$ cat config.mk
export PLATFORM = sky130hd
export DESIGN_NAME = lm32_dtlb_refill
export DESIGN_NICKNAME = d
export VERILOG_FILES = /design/src/rtl/lm32_dtlb_refill.sv
export SDC_FILE = /design/constraint.sdc
export NUM_CORES = 1
export LEC_CHECK = 0
export CORE_UTILIZATION = 39
export CTS_BUF_LIST = sky130_fd_sc_hd__clkbuf_16
export DETAILED_ROUTE_END_ITERATION = 8
export PLACE_DENSITY = 0.68
export RECOVER_POWER = 100
export SLEW_MARGIN = 0
export SYNTH_ARGS = -nofsm -noshare
export SYNTH_HDL_FRONTEND = slang
export SYNTH_SLANG_ARGS = --single-unit
$ cat constraint.sdc
create_clock -name clk_i -period 6.56 [get_ports clk_i]
set_input_delay 1.312 -clock clk_i [delete_from_list [all_inputs] [get_ports clk_i]]
set_output_delay 1.312 -clock clk_i [all_outputs]
set_load 0.01 [all_outputs]
$ cat src/rtl/lm32_dtlb_refill.sv
// lm32_dtlb_refill: hardware DTLB refill engine, fetches one PTE over a Wishbone
// classic read and emits either a DTLB write strobe or a fault strobe.
module lm32_dtlb_refill #(
    parameter int page_size = 4096,
    parameter int timeout   = 255
) (
    input  logic        clk_i,
    input  logic        rst_i,
    input  logic        enable,
    input  logic        start_i,
    input  logic [31:0] miss_addr_i,
    input  logic [31:0] ptbr_i,
    input  logic        abort_i,
    output logic [31:0] wb_adr_o,
    output logic        wb_cyc_o,
    output logic        wb_stb_o,
    input  logic [31:0] wb_dat_i,
    input  logic        wb_ack_i,
    input  logic        wb_err_i,
    output logic        busy_o,
    output logic        tlb_write_o,
    output logic [31:0] tlb_vaddr_o,
    output logic [31:0] tlb_paddr_o,
    output logic        fault_o,
    output logic [1:0]  fault_cause_o
);
    localparam int OFS = $clog2(page_size);
    localparam int PW  = 32 - OFS;

    typedef enum logic [1:0] {IDLE, REQ, WRITE, FAULT} state_t;

    state_t        state;
    logic [PW-1:0] vpfn;
    logic [PW-1:0] pfn;
    logic [15:0]   timer;
    logic [1:0]    cause;
    logic          unused_bits;

    assign unused_bits = ^{wb_dat_i[OFS-1:1], ptbr_i[1:0], miss_addr_i[OFS-1:0]};

    // The strobe is issued on the edge leaving WRITE/FAULT so an abort seen in
    // that state can still suppress it; busy_o covers the strobe cycle too.
    always_ff @(posedge clk_i or posedge rst_i) begin
        if (rst_i) begin
            state         <= IDLE;
            vpfn          <= '0;
            pfn           <= '0;
            timer         <= '0;
            cause         <= 2'b00;
            wb_adr_o      <= '0;
            wb_cyc_o      <= 1'b0;
            wb_stb_o      <= 1'b0;
            busy_o        <= 1'b0;
            tlb_write_o   <= 1'b0;
            tlb_vaddr_o   <= '0;
            tlb_paddr_o   <= '0;
            fault_o       <= 1'b0;
            fault_cause_o <= 2'b00;
        end else begin
            tlb_write_o <= 1'b0;
            fault_o     <= 1'b0;
            case (state)
                IDLE: begin
                    busy_o <= 1'b0;
                    if (enable && start_i && !abort_i && !busy_o) begin
                        vpfn          <= miss_addr_i[31:OFS];
                        wb_adr_o      <= {ptbr_i[31:2], 2'b00} + {{(OFS-2){1'b0}}, miss_addr_i[31:OFS], 2'b00};
                        wb_cyc_o      <= 1'b1;
                        wb_stb_o      <= 1'b1;
                        busy_o        <= 1'b1;
                        timer         <= '0;
                        fault_cause_o <= 2'b00;
                        state         <= REQ;
                    end
                end
                REQ: begin
                    if (abort_i) begin
                        wb_cyc_o <= 1'b0;
                        wb_stb_o <= 1'b0;
                        busy_o   <= 1'b0;
                        state    <= IDLE;
                    end else if (wb_err_i) begin
                        wb_cyc_o <= 1'b0;
                        wb_stb_o <= 1'b0;
                        cause    <= 2'b10;
                        state    <= FAULT;
                    end else if (wb_ack_i) begin
                        wb_cyc_o <= 1'b0;
                        wb_stb_o <= 1'b0;
                        pfn      <= wb_dat_i[31:OFS];
                        cause    <= 2'b01;
                        state    <= wb_dat_i[0] ? WRITE : FAULT;
                    end else if (timer == 16'(timeout - 1)) begin
                        wb_cyc_o <= 1'b0;
                        wb_stb_o <= 1'b0;
                        cause    <= 2'b11;
                        state    <= FAULT;
                    end else begin
                        timer <= timer + 16'd1;
                    end
                end
                WRITE: begin
                    busy_o      <= !abort_i;
                    tlb_write_o <= !abort_i;
                    tlb_vaddr_o <= {vpfn, {OFS{1'b0}}};
                    tlb_paddr_o <= {pfn, {OFS{1'b0}}};
                    state       <= IDLE;
                end
                FAULT: begin
                    busy_o  <= !abort_i;
                    fault_o <= !abort_i;
                    if (!abort_i)
                        fault_cause_o <= cause;
                    state <= IDLE;
                end
                default: state <= IDLE;
            endcase
        end
    end
endmodule
==> reports/qor.txt, run 1 <==
CRITICAL PATH
------------------------------------------------------------------------------
Crit Path Max Fanout                                                        77
Largest incremental delay on the critical path                         1.95 ns
Cell chain of the critical path                                   dlygate4sd3_1 -> clkinvlp_2 -> buf_4
Dominant delay contributor by cell family on the critical path    buffers and inverters
Startpoint types                                                  primary input
WP data arrival                                                        4.73 ns
Standard cell with the maximum stage delay on the critical path     clkinvlp_2
Type of the worst setup path                                       in -> async
Endpoint kind of the worst setup timing path                      asynchronous set/reset pin
Endpoint required time on the critical path                            7.02 ns
Sum of buffers and inverters on the critical path                            3

WORST HOLD PATH
------------------------------------------------------------------------------
Min-Delay Path Class                                                reg -> reg

SYNTH
------------------------------------------------------------------------------
Top-area cell type share of the netlist area                            0.4951
YS warnings                                                                  0
Library cell with the highest instance count after synthesis           dfrtp_1
Fraction of registers with async set or reset after synthesis            1.000
Sequential cell area fraction in the yosys report                       0.4951
Mean instance size in the synthesized netlist                        10.31 um2
Gate Count Post-Synth                                                      667
Post-synthesis cell area                                          0.006874 mm2
Top cell types by occurrence after synthesis                      dfrtp_1, nand2_1, mux2_2
Cell types with the largest area share after synthesis            dfrtp_1, mux2_2, nand2_1, ha_1, buf_4
Flops & latches, synth                                                     136
Post-synth cell types                                                       63
Number of enable-type register cells in the synthesized netlist              0
Cell type with the highest aggregate area in the netlist               dfrtp_1
Main flop type after synthesis                                         dfrtp_1

STA
------------------------------------------------------------------------------
Pins Over Slew Limit                                                       158
Transition at the pin with the smallest max-transition slack          3.444 ns
Final hold viol count                                                        0
Worst slew slack as a fraction of its limit                             -1.308
Setup repair after global routing missed its margin                      false
Post-route clock skew                                              0.007293 ns
Final cycle utilization of the critical path                            0.6523
Number of failing setup endpoints in the final timing report                 0
Minimum clock period after layout                                     4.279 ns
Setup TNS                                                                 0 ns
F_max                                                               0.2337 GHz

DETAILED ROUTING
------------------------------------------------------------------------------
DR vias/cell                                                             4.933
Initial DRC count                                                          194
Antenna-violating nets left                                                  0
Routed wire per std cell                                              15.22 um
Overall routed net length                                            16,010 um
DRC violations left                                                          0
Count of TritonRoute iterations in the first routing pass                    4
Via Count                                                                5,189

CLOCK TREE
------------------------------------------------------------------------------
Hold_buf cts                                                                 0
Clock transition at the registers of the reported paths                0.06 ns
TritonCTS clock tree                                                       yes
Number of gates resized after CTS                                            0
Skew-Pair Late Insertion Delay                                         0.42 ns
CTS Buf Count                                                               17
Buffers inserted by post-CTS timing repair                                   0
Sinks on Clock Net                                                         136
Clock Root Buffer                                                    clkbuf_16
Buffers from clock root to sink, at most                                     2
H-tree depth                                                                 4

GLOBAL ROUTING
------------------------------------------------------------------------------
Maximum number of pins on one net before global-route repair                82
Initial antenna violation count                                              1
Global route total overflow                                                  0
Vias in the first global route                                           5,186
Wire length of the first global-routing pass                         26,090 um
GRT Util Overall                                                        0.1862

LAYOUT
------------------------------------------------------------------------------
Layout cell share with drive strength beyond 1                          0.1138
Net count, final                                                           940
Number of inserted filler cells in the final layout                      1,598
Growth of design area from synthesis to finish                          31.11%
Sequential cell area                                              0.003403 mm2
Post-Layout Inst Area                                             0.009012 mm2
Area of the multi-input gates                                     0.003169 mm2

RUN STATUS
------------------------------------------------------------------------------
Violations in the final reports                                   capacitance limit, slew limit
Result of the run                                                 complete, but fails checks

PLACED DESIGN
------------------------------------------------------------------------------
# port buffers                                                             154
Half-perimeter wire length after placement                           11,110 um
Routability-driven placement congestion ratio                           0.8306
Placed cell area                                                  0.008492 mm2

RUN
------------------------------------------------------------------------------
Max Cap Viol                                                                 3

POWER
------------------------------------------------------------------------------
Pleak                                                                 4.230 nW
Peak supply drop                                                     0.1862 mV
PwrDens                                                           327.0 mW/mm2

FLOORPLAN
------------------------------------------------------------------------------
Floorplan die width                                                   134.8 um
Core Box Area                                                      0.01724 mm2
Area of the die                                                    0.01816 mm2
I/O Pins                                                                   206
Die height                                                            134.8 um
Initial cell density of the core                                        0.3988
Rows                                                                        48

## through the flow
step	power (mW)	util	setup slack, ns	hold WS [ns]	cells
after global routing	3.122	0.5229	1.594	0.4950	1052
final	2.947	0.5229	2.281	0.4708	1052
after CTS	3.053	0.5256	2.796	0.4749	1051
after detailed placement	2.102	0.4927	2.404	0.4568	1020
after global placement	2.087	0.4927	2.419	0.4575	1020
after floorplan	1.631	-	1.609	0.4401	692
## layer usage
metal / vias up / part of all wire / track usage
met5: - / 0 / 0
met1: 2452 / 0.46 / 0.2328
met4: 0 / 0.025 / 0.08115
met2: 159 / 0.44 / 0.2887
met3: 29 / 0.078 / 0.06832
li1: 2549 / - / -
## worst paths after layout
kind                                              start                           end  slack [ns]  cells past startpoint
worst min register to register  wb_adr_o[8]$_DFFE_PP0P_       wb_adr_o[8]$_DFFE_PP0P_        0.47                      2
min in group asynchronous                         rst_i   tlb_paddr_o[20]$_DFFE_PP0P_        2.37                      2
worst min-delay path            wb_adr_o[8]$_DFFE_PP0P_       wb_adr_o[8]$_DFFE_PP0P_        0.47                      2
max in group clk_i                              abort_i  fault_cause_o[0]$_DFFE_PP0P_        2.31                      6
worst max register to register     state[0]$_DFFE_PP0P_  fault_cause_o[0]$_DFFE_PP0P_        3.36                      5
worst max-delay path                              rst_i   tlb_paddr_o[31]$_DFFE_PP0P_        2.28                      3
## cells in the final DEF (no fill, tap or decap), drive strengths merged, types with 5 or more instances in the layout
cell and instances:
a21o 6, a21oi 34, and2 6, and3 9, clkbuf 18, clkdlybuf4s50 73, clkinv 6, conb 26
dfrtp 136, dlygate4sd3 81, ha 22, inv 9, mux2 61, mux2i 5, nand2 125, nand4 11
nor2 40, nor2b 5, nor3 12, o21ai 43, xnor2 14, xor2 22
## layout make-up
| class | instances | share of cell area |
|---|---|---|
| antenna | 1 | 0.0002777 |
| clock buffer | 17 | 0.04720 |
| clock inverter | 14 | 0.01583 |
| inverter | 7 | 0.003054 |
| multi-input combinational | 495 | 0.3517 |
| sequential | 136 | 0.3776 |
| tap | 225 | 0.03124 |
| timing repair buffer | 157 | 0.1731 |
## report_power, final
group | internal (mW) | switching [mW]
clock network | 0.584 | 0.354
registers | 1.08 | 0.118
logic | 0.449 | 0.362
total | 2.11 | 0.834
## cell families after synthesis
family,share of synthesized area
AO/OA/AOI/OAI,0.09938
XOR/XNOR,0.04587
adder cells (fa/ha/maj),0.04296
buffers and inverters,0.05151
flip-flops,0.4951
multiplexers,0.1072
other,0.0005455
AND/OR/NAND/NOR,0.1574
## flip-flops by register name (all words and copies together), names as in the netlist
signal         cells
timer             16
vpfn              20
tlb_write_o        1
pfn               20
cause              2
fault_cause_o      2
state              2
tlb_vaddr_o       20
wb_stb_o           1
tlb_paddr_o       20
wb_adr_o          30
busy_o             1
fault_o            1
## tightest hold or removal path, cell delays in order (launching register included)
cell,delay [ns]
dfrtp_1,0.34
nand2_1,0.04
o21ai_0,0.06
Power figures use the tool's default switching activity.
==> run 2: changes to the inputs <==
Clock period 6.56 ns to 4.4 ns, I/O delays scaled along.
==> run 2 against run 1 <==
  * Sequential cell count unchanged
  * The run still ends with capacitance limit, slew limit left
  * Clock power increased by 39%
  * Power increased by 46%
  * Utilization is 0.065 points lower
  * Worst hold slack improved by 0.0021 ns
  * Critical path type is now in -> reg
==> reports/qor.txt, run 2 (synthesis results as in run 1) <==
LAYOUT
---------------------------------------------------------------------------
Sequential cell area                                           0.003403 mm2   unchanged
Growth of design area from synthesis to finish                       30.94%   was 31.11%
Number of inserted filler cells in the final layout                   1,596   was 1,598
Net count, final                                                        940   unchanged
Largest register FFs                                                     30   unchanged
Area of the multi-input gates                                  0.003173 mm2   was 0.003169 mm2
Final design utilization                                             0.5222   was 0.5229
Commonest non-fill, non-tap cell in the layout                      dfrtp_1   unchanged
Antenna diode instance count                                              0   was 1
Final std cells w/o fill                                              1,052   unchanged
Highest-count cells in the layout ignoring fill and taps       dfrtp_1, nand2_1, dlygate4sd3_1, clkdlybuf4s50_1, mux2_2   unchanged
Layout cell share with drive strength beyond 1                       0.1185   was 0.1138
Reg with most FFs                                                  wb_adr_o   unchanged
Post-Layout Inst Area                                          0.009001 mm2   was 0.009012 mm2

STA
---------------------------------------------------------------------------
Number of failing setup endpoints in the final timing report              0   unchanged
Final cycle utilization of the critical path                         0.8458
Final hold viol count                                                     0   unchanged
Worst slew slack as a fraction of its limit                         -0.2926   was -1.308
Transition at the pin with the smallest max-transition slack       1.939 ns   was 3.444 ns
Pins Over Slew Limit                                                    262   was 158
Setup repair after global routing missed its margin                   false   unchanged
F_max                                                            0.2687 GHz
Post-route clock skew                                           0.009524 ns   was 0.007293 ns
Setup TNS                                                              0 ns   unchanged
PnR worst setup slack                                             0.6784 ns   was 2.281 ns
Minimum clock period after layout                                  3.722 ns

DETAILED ROUTING
---------------------------------------------------------------------------
Count of TritonRoute iterations in the first routing pass                 4   unchanged
Antenna-violating nets left                                               0   unchanged
Met2 Routed Length                                                  7135 um   was 7035 um
Initial DRC count                                                       204   was 194
DR vias/cell                                                          4.875   was 4.933
Uppermost routed layer                                                 met4   unchanged
DRC violations left                                                       0   unchanged
Via Count                                                             5,128   was 5,189
Met1 Routed Length                                                  7105 um   was 7320 um
Overall routed net length                                         15,760 um   was 16,010 um
Routed wl met3                                                      1208 um   was 1246 um
Routed wire per std cell                                           14.98 um   was 15.22 um

POWER
---------------------------------------------------------------------------
Pleak                                                              4.206 nW   was 4.230 nW
PwrDens                                                        476.9 mW/mm2   was 327.0 mW/mm2
Peak supply drop                                                  0.2491 mV   was 0.1862 mV

PLACED DESIGN
---------------------------------------------------------------------------
Half-perimeter wire length after placement                        11,020 um   was 11,110 um
# port buffers                                                          154   unchanged
Routability-driven placement congestion ratio                        0.8443   was 0.8306
Placed cell area                                               0.008528 mm2   was 0.008492 mm2
Number of placed cells counting well taps                             1,020   unchanged
Pre-CTS setup slack                                               0.6831 ns   was 2.404 ns

CRITICAL PATH
---------------------------------------------------------------------------
WP data arrival                                                     3.95 ns   was 4.73 ns
Startpoint types                                               primary input   unchanged
Worst reg2reg path depth                                                  4   was 5
Endpoint kind of the worst setup timing path                      flip-flop   was asynchronous set/reset pin
Type of the worst setup path                                      in -> reg   was in -> async
Endpoint required time on the critical path                         4.63 ns   was 7.02 ns
Crit Path Max Fanout                                                      4   was 77

CLOCK TREE
---------------------------------------------------------------------------
Clock transition at the registers of the reported paths             0.06 ns   about the same
Skew-Pair Late Insertion Delay                                      0.42 ns   about the same
Sinks on Clock Net                                                      136   unchanged
Hold_buf cts                                                              0   unchanged
TritonCTS clock tree                                                    yes   unchanged
CTS Buf Count                                                            17   unchanged
Buffers from clock root to sink, at most                                  2   unchanged
H-tree depth                                                              4   unchanged
Buffers inserted by post-CTS timing repair                                0   unchanged
Clock Root Buffer                                                 clkbuf_16   unchanged
Number of gates resized after CTS                                         0   unchanged

FLOORPLAN
---------------------------------------------------------------------------
Die height                                                         134.8 um   unchanged
Core Box Area                                                   0.01724 mm2   unchanged
Rows                                                                     48   unchanged
I/O Pins                                                                206   unchanged
Initial cell density of the core                                     0.3988   unchanged
Area of the die                                                 0.01816 mm2   unchanged
Floorplan die width                                                134.8 um   unchanged

GLOBAL ROUTING
---------------------------------------------------------------------------
GRT Util Overall                                                     0.1807   was 0.1862
Maximum number of pins on one net before global-route repair            137   was 82
Initial antenna violation count                                           0   was 1
Vias in the first global route                                        5,086   was 5,186
Wire length of the first global-routing pass                      25,610 um   was 26,090 um
Global route total overflow                                               0   unchanged

RUN STATUS
---------------------------------------------------------------------------
Violations in the final reports                                capacitance limit, slew limit   unchanged
Result of the run                                              complete, but fails checks   unchanged

WORST HOLD PATH
---------------------------------------------------------------------------
Cells on Worst Hold Path                                                  2   unchanged
Min-Delay Path Class                                             reg -> reg   unchanged

RUN
---------------------------------------------------------------------------
Max Cap Viol                                                              3   unchanged

## run 2: worst paths after layout
check                                startpoint                        to  slack [ns]
setup / recovery                miss_addr_i[12]  wb_adr_o[22]$_DFFE_PP0P_        0.68
hold / removal             vpfn[17]$_DFFE_PP0P_      vpfn[17]$_DFFE_PP0P_        0.47
setup reg to reg           state[0]$_DFFE_PP0P_  wb_adr_o[18]$_DFFE_PP0P_        1.72
hold reg to reg            vpfn[17]$_DFFE_PP0P_      vpfn[17]$_DFFE_PP0P_        0.47
max in group asynchronous                 rst_i  wb_adr_o[29]$_DFFE_PP0P_        1.58
min in group asynchronous                 rst_i       pfn[16]$_DFFE_PP0P_        1.63
## run 2: per-layer routing
layer,vias to the layer above,global-route usage
met1,2414,0.2274
met3,20,0.06644
met2,146,0.2806
met4,0,0.07303
met5,-,0
li1,2548,-
## run 2: per-stage QoR
step	hold WS (ns)	power, mW
after floorplan	0.4401	2.432
after global placement	0.4576	3.114
after detailed placement	0.4585	3.139
after CTS	0.4772	4.479
after global routing	0.4930	4.548
final	0.4728	4.292
## run 2: cell type report
cell class,count,area share
timing repair buffer,157,0.1749
inverter,7,0.003336
tap,225,0.03128
clock buffer,17,0.04726
clock inverter,15,0.01265
sequential,136,0.3781
multi-input combinational,495,0.3525
## run 2: where the power goes
part | total (mW) | internal [mW] | switching, mW
Combinational | 1.21 | 0.671 | 0.541
Clock | 1.30 | 0.764 | 0.535
Sequential | 1.78 | 1.61 | 0.171
## run 2: worst max-delay path, cell delays in order
cell	delay (ns)
dlygate4sd3_1	0.56
ha_1	0.20
inv_1	0.06
fa_1	0.39
nand2b_1	0.18
a21oi_1	0.18
o21ai_0	0.26
o31ai_1	0.62
a311oi_1	0.30
xnor2_1	0.22
o21ai_0	0.09
==> run 3: changes to the inputs <==
Clock period 4.4 ns to 3.8 ns, I/O delays scaled along.
==> run 3 against run 2 <==
  * Largest power group unchanged
  * Global-route usage increased by 0.55 points
  * Worst setup slack got worse by 0.22 ns
  * Sequential cell count unchanged
  * Register-to-register slack got worse by 0.48 ns
  * Critical endpoint is now wb_adr_o[26]$_DFFE_PP0P_
  * The flow still finishes with violations (capacitance limit, slew limit)
  * Sequential share of layout area decreased by 0.59 points
  * First-iteration DRC count increased by 0.98%
  * Cell area increased by 1.6%
  * Utilization increased by 0.83 points
==> reports/qor.txt, run 3 (synthesis results as in run 1) <==
CRITICAL PATH
---------------------------------------------------------------------------
Startpoint types                                               primary input   unchanged
Worst reg2reg path startpoint                                  state[0]$_DFFE_PP0P_   unchanged
Worst setup path start                                         miss_addr_i[12]   unchanged
Type of the worst setup path                                      in -> reg   unchanged
Endpoint required time on the critical path                         4.10 ns   was 4.63 ns
Internal reg-to-reg setup slack                                     1.24 ns   was 1.72 ns
Endpoint kind of the worst setup timing path                      flip-flop   unchanged
WP data arrival                                                     3.65 ns   was 3.95 ns
Worst reg2reg path depth                                                  2   was 4
Crit Path Max Fanout                                                      4   unchanged

FLOORPLAN
---------------------------------------------------------------------------
Die height                                                         134.8 um   unchanged
Core Box Area                                                   0.01724 mm2   unchanged
Area of the die                                                 0.01816 mm2   unchanged
Rows                                                                     48   unchanged
Floorplan die width                                                134.8 um   unchanged
Initial cell density of the core                                     0.3988   unchanged
I/O Pins                                                                206   unchanged

POWER
---------------------------------------------------------------------------
PwrDens                                                        588.1 mW/mm2   was 476.9 mW/mm2
Internal power summed over all cells                               3.929 mW   was 3.045 mW
Pleak                                                              4.283 nW   was 4.206 nW
Net switching component of the power                               1.449 mW   was 1.248 mW
Relative contribution of sequential cells to total power              0.384   was 0.415
Clock share of power                                                  0.355   was 0.303
Peak supply drop                                                  0.3845 mV   was 0.2491 mV
Combinational group share of total power                              0.261   was 0.282
Switching portion of total power                                     0.2694   was 0.2906

CLOCK TREE
---------------------------------------------------------------------------
Buffers inserted by post-CTS timing repair                                0   unchanged
Number of gates resized after CTS                                         0   unchanged
Buffers from clock root to sink, at most                                  2   unchanged
Hold_buf cts                                                              0   unchanged
Skew-Pair Late Insertion Delay                                      0.41 ns   was 0.42 ns
TritonCTS clock tree                                                    yes   unchanged
Clock Root Buffer                                                 clkbuf_16   unchanged
CTS Buf Count                                                            17   unchanged
Sinks on Clock Net                                                      136   unchanged
Clock transition at the registers of the reported paths             0.06 ns   about the same
H-tree depth                                                              4   unchanged

STA
---------------------------------------------------------------------------
Final hold viol count                                                     0   unchanged
Number of failing setup endpoints in the final timing report              0   unchanged
Worst slew slack as a fraction of its limit                         -0.3198   was -0.2926
Final cycle utilization of the critical path                         0.8804
Setup TNS                                                              0 ns   unchanged
Post-route clock skew                                           0.008768 ns   was 0.009524 ns
Minimum clock period after layout                                  3.345 ns
Setup repair after global routing missed its margin                   false   unchanged
Transition at the pin with the smallest max-transition slack       1.980 ns   was 1.939 ns
PnR worst setup slack                                             0.4545 ns   was 0.6784 ns
Pins Over Slew Limit                                                    124   was 262
F_max                                                            0.2989 GHz

PLACED DESIGN
---------------------------------------------------------------------------
# port buffers                                                          154   unchanged
Routability-driven placement congestion ratio                        0.8362   was 0.8443
Placed cell area                                               0.008543 mm2   was 0.008528 mm2
Half-perimeter wire length after placement                        11,290 um   was 11,020 um
Pre-CTS setup slack                                               0.2622 ns   was 0.6831 ns

GLOBAL ROUTING
---------------------------------------------------------------------------
Wire length of the first global-routing pass                      26,300 um   was 25,610 um
Maximum number of pins on one net before global-route repair             83   was 137
Initial antenna violation count                                           0   unchanged
GRT Util Overall                                                     0.1862   was 0.1807
Vias in the first global route                                        5,307   was 5,086
Global route total overflow                                               0   unchanged

LAYOUT
---------------------------------------------------------------------------
Highest-count cells in the layout ignoring fill and taps       dfrtp_1, nand2_1, dlygate4sd3_1, clkdlybuf4s50_1, mux2_2   unchanged
Commonest non-fill, non-tap cell in the layout                      dfrtp_1   unchanged
Antenna diode instance count                                              0   unchanged
Number of inserted filler cells in the final layout                   1,554   was 1,596
Net count, final                                                        942   was 940
Largest register FFs                                                     30   unchanged
Reg with most FFs                                                  wb_adr_o   unchanged
Layout cell share with drive strength beyond 1                       0.1208   was 0.1185
Growth of design area from synthesis to finish                       33.04%   was 30.94%
Post-Layout Inst Area                                          0.009145 mm2   was 0.009001 mm2

RUN
---------------------------------------------------------------------------
Max Cap Viol                                                              2   was 3

DETAILED ROUTING
---------------------------------------------------------------------------
DRC violations left                                                       0   unchanged
Overall routed net length                                         15,780 um   was 15,760 um
Initial DRC count                                                       206   was 204
DR vias/cell                                                          4.956   was 4.875
Antenna-violating nets left                                               0   unchanged
Via Count                                                             5,219   was 5,128
Count of TritonRoute iterations in the first routing pass                 5   was 4
Routed wire per std cell                                           14.98 um   about the same

WORST HOLD PATH
---------------------------------------------------------------------------
Min-Delay Startpoint                                           wb_adr_o[4]$_DFFE_PP0P_   was vpfn[17]$_DFFE_PP0P_
Min-Delay Path Class                                             reg -> reg   unchanged
Cells on Worst Hold Path                                                  2   unchanged

RUN STATUS
---------------------------------------------------------------------------
Result of the run                                              complete, but fails checks   unchanged
Violations in the final reports                                capacitance limit, slew limit   unchanged

-- run 3: cell types whose count changed in the layout (fill, tap and decap cells not counted), sizes merged --
cell           previous run  this run
inv                       7         8
clkdlybuf4s50            74        73
bufinv                    1         7
clkinvlp                  6         4
clkinv                    8         2
dlygate4sd3              80        81
clkbuf                   19        21
-- run 3: layout make-up --
| cell class | instances | area (um2) | share of cell area |
|---|---|---|---|
| flip-flops and latches | 136 | 3403 | 0.3721 |
| multi-input cells | 495 | 3174 | 0.3471 |
| repair buffers | 159 | 1579 | 0.1727 |
| clock buffers | 17 | 425.4 | 0.04652 |
| well taps | 225 | 281.5 | 0.03078 |
| clock inverters | 14 | 254.0 | 0.02777 |
| inverters | 7 | 27.53 | 0.003010 |
-- run 3: critical path, cell delays in order --
cell           delay (ns)
dlygate4sd3_1        0.56
ha_1                 0.24
inv_1                0.08
fa_1                 0.19
nand2b_1             0.14
a21oi_1              0.10
o21ai_0              0.52
o31ai_2              0.22
a311oi_1             0.53
mux2i_1              0.25
nand2_1              0.06
-- run 3: path summary, 6_finish.rpt --
path	end
worst max-delay path	wb_adr_o[26]$_DFFE_PP0P_
max in group asynchronous	vpfn[2]$_DFFE_PP0P_
worst max register to register	tlb_vaddr_o[31]$_DFFE_PP0P_
min in group asynchronous	pfn[16]$_DFFE_PP0P_
worst min register to register	wb_adr_o[4]$_DFFE_PP0P_
worst min-delay path	wb_adr_o[4]$_DFFE_PP0P_
-- run 3: stage by stage --
step	total power, mW	util	instances	hold slack [ns]
floorplan	2.816	-	692	0.4401
finish	5.378	0.5306	1053	0.4710
detailed placement	3.637	0.4956	1022	0.4591
global placement	3.608	0.4956	1022	0.4574
CTS	5.586	0.5351	1053	0.4749
global route	5.699	0.5306	1053	0.5012
-- run 3: routing by layer --
| metal | wire length (um) | part of all wire | up-vias | track usage |
|---|---|---|---|---|
| met4 | 364 | 0.023 | 0 | 0.08052 |
| li1 | - | - | 2549 | - |
| met1 | 7101 | 0.45 | 2486 | 0.2382 |
| met2 | 7159 | 0.45 | 157 | 0.2875 |
| met3 | 1151 | 0.073 | 27 | 0.06156 |
| met5 | 0 | 0 | - | 0 |
-- run 3: power groups by stage --
stage	clock network (mW)	logic, mW	registers, mW
floorplan	0	0.610	2.21
global placement	0	1.52	2.09
detailed placement	0	1.53	2.10
CTS	1.96	1.54	2.09
global route	2.02	1.55	2.13
finish	1.91	1.40	2.07
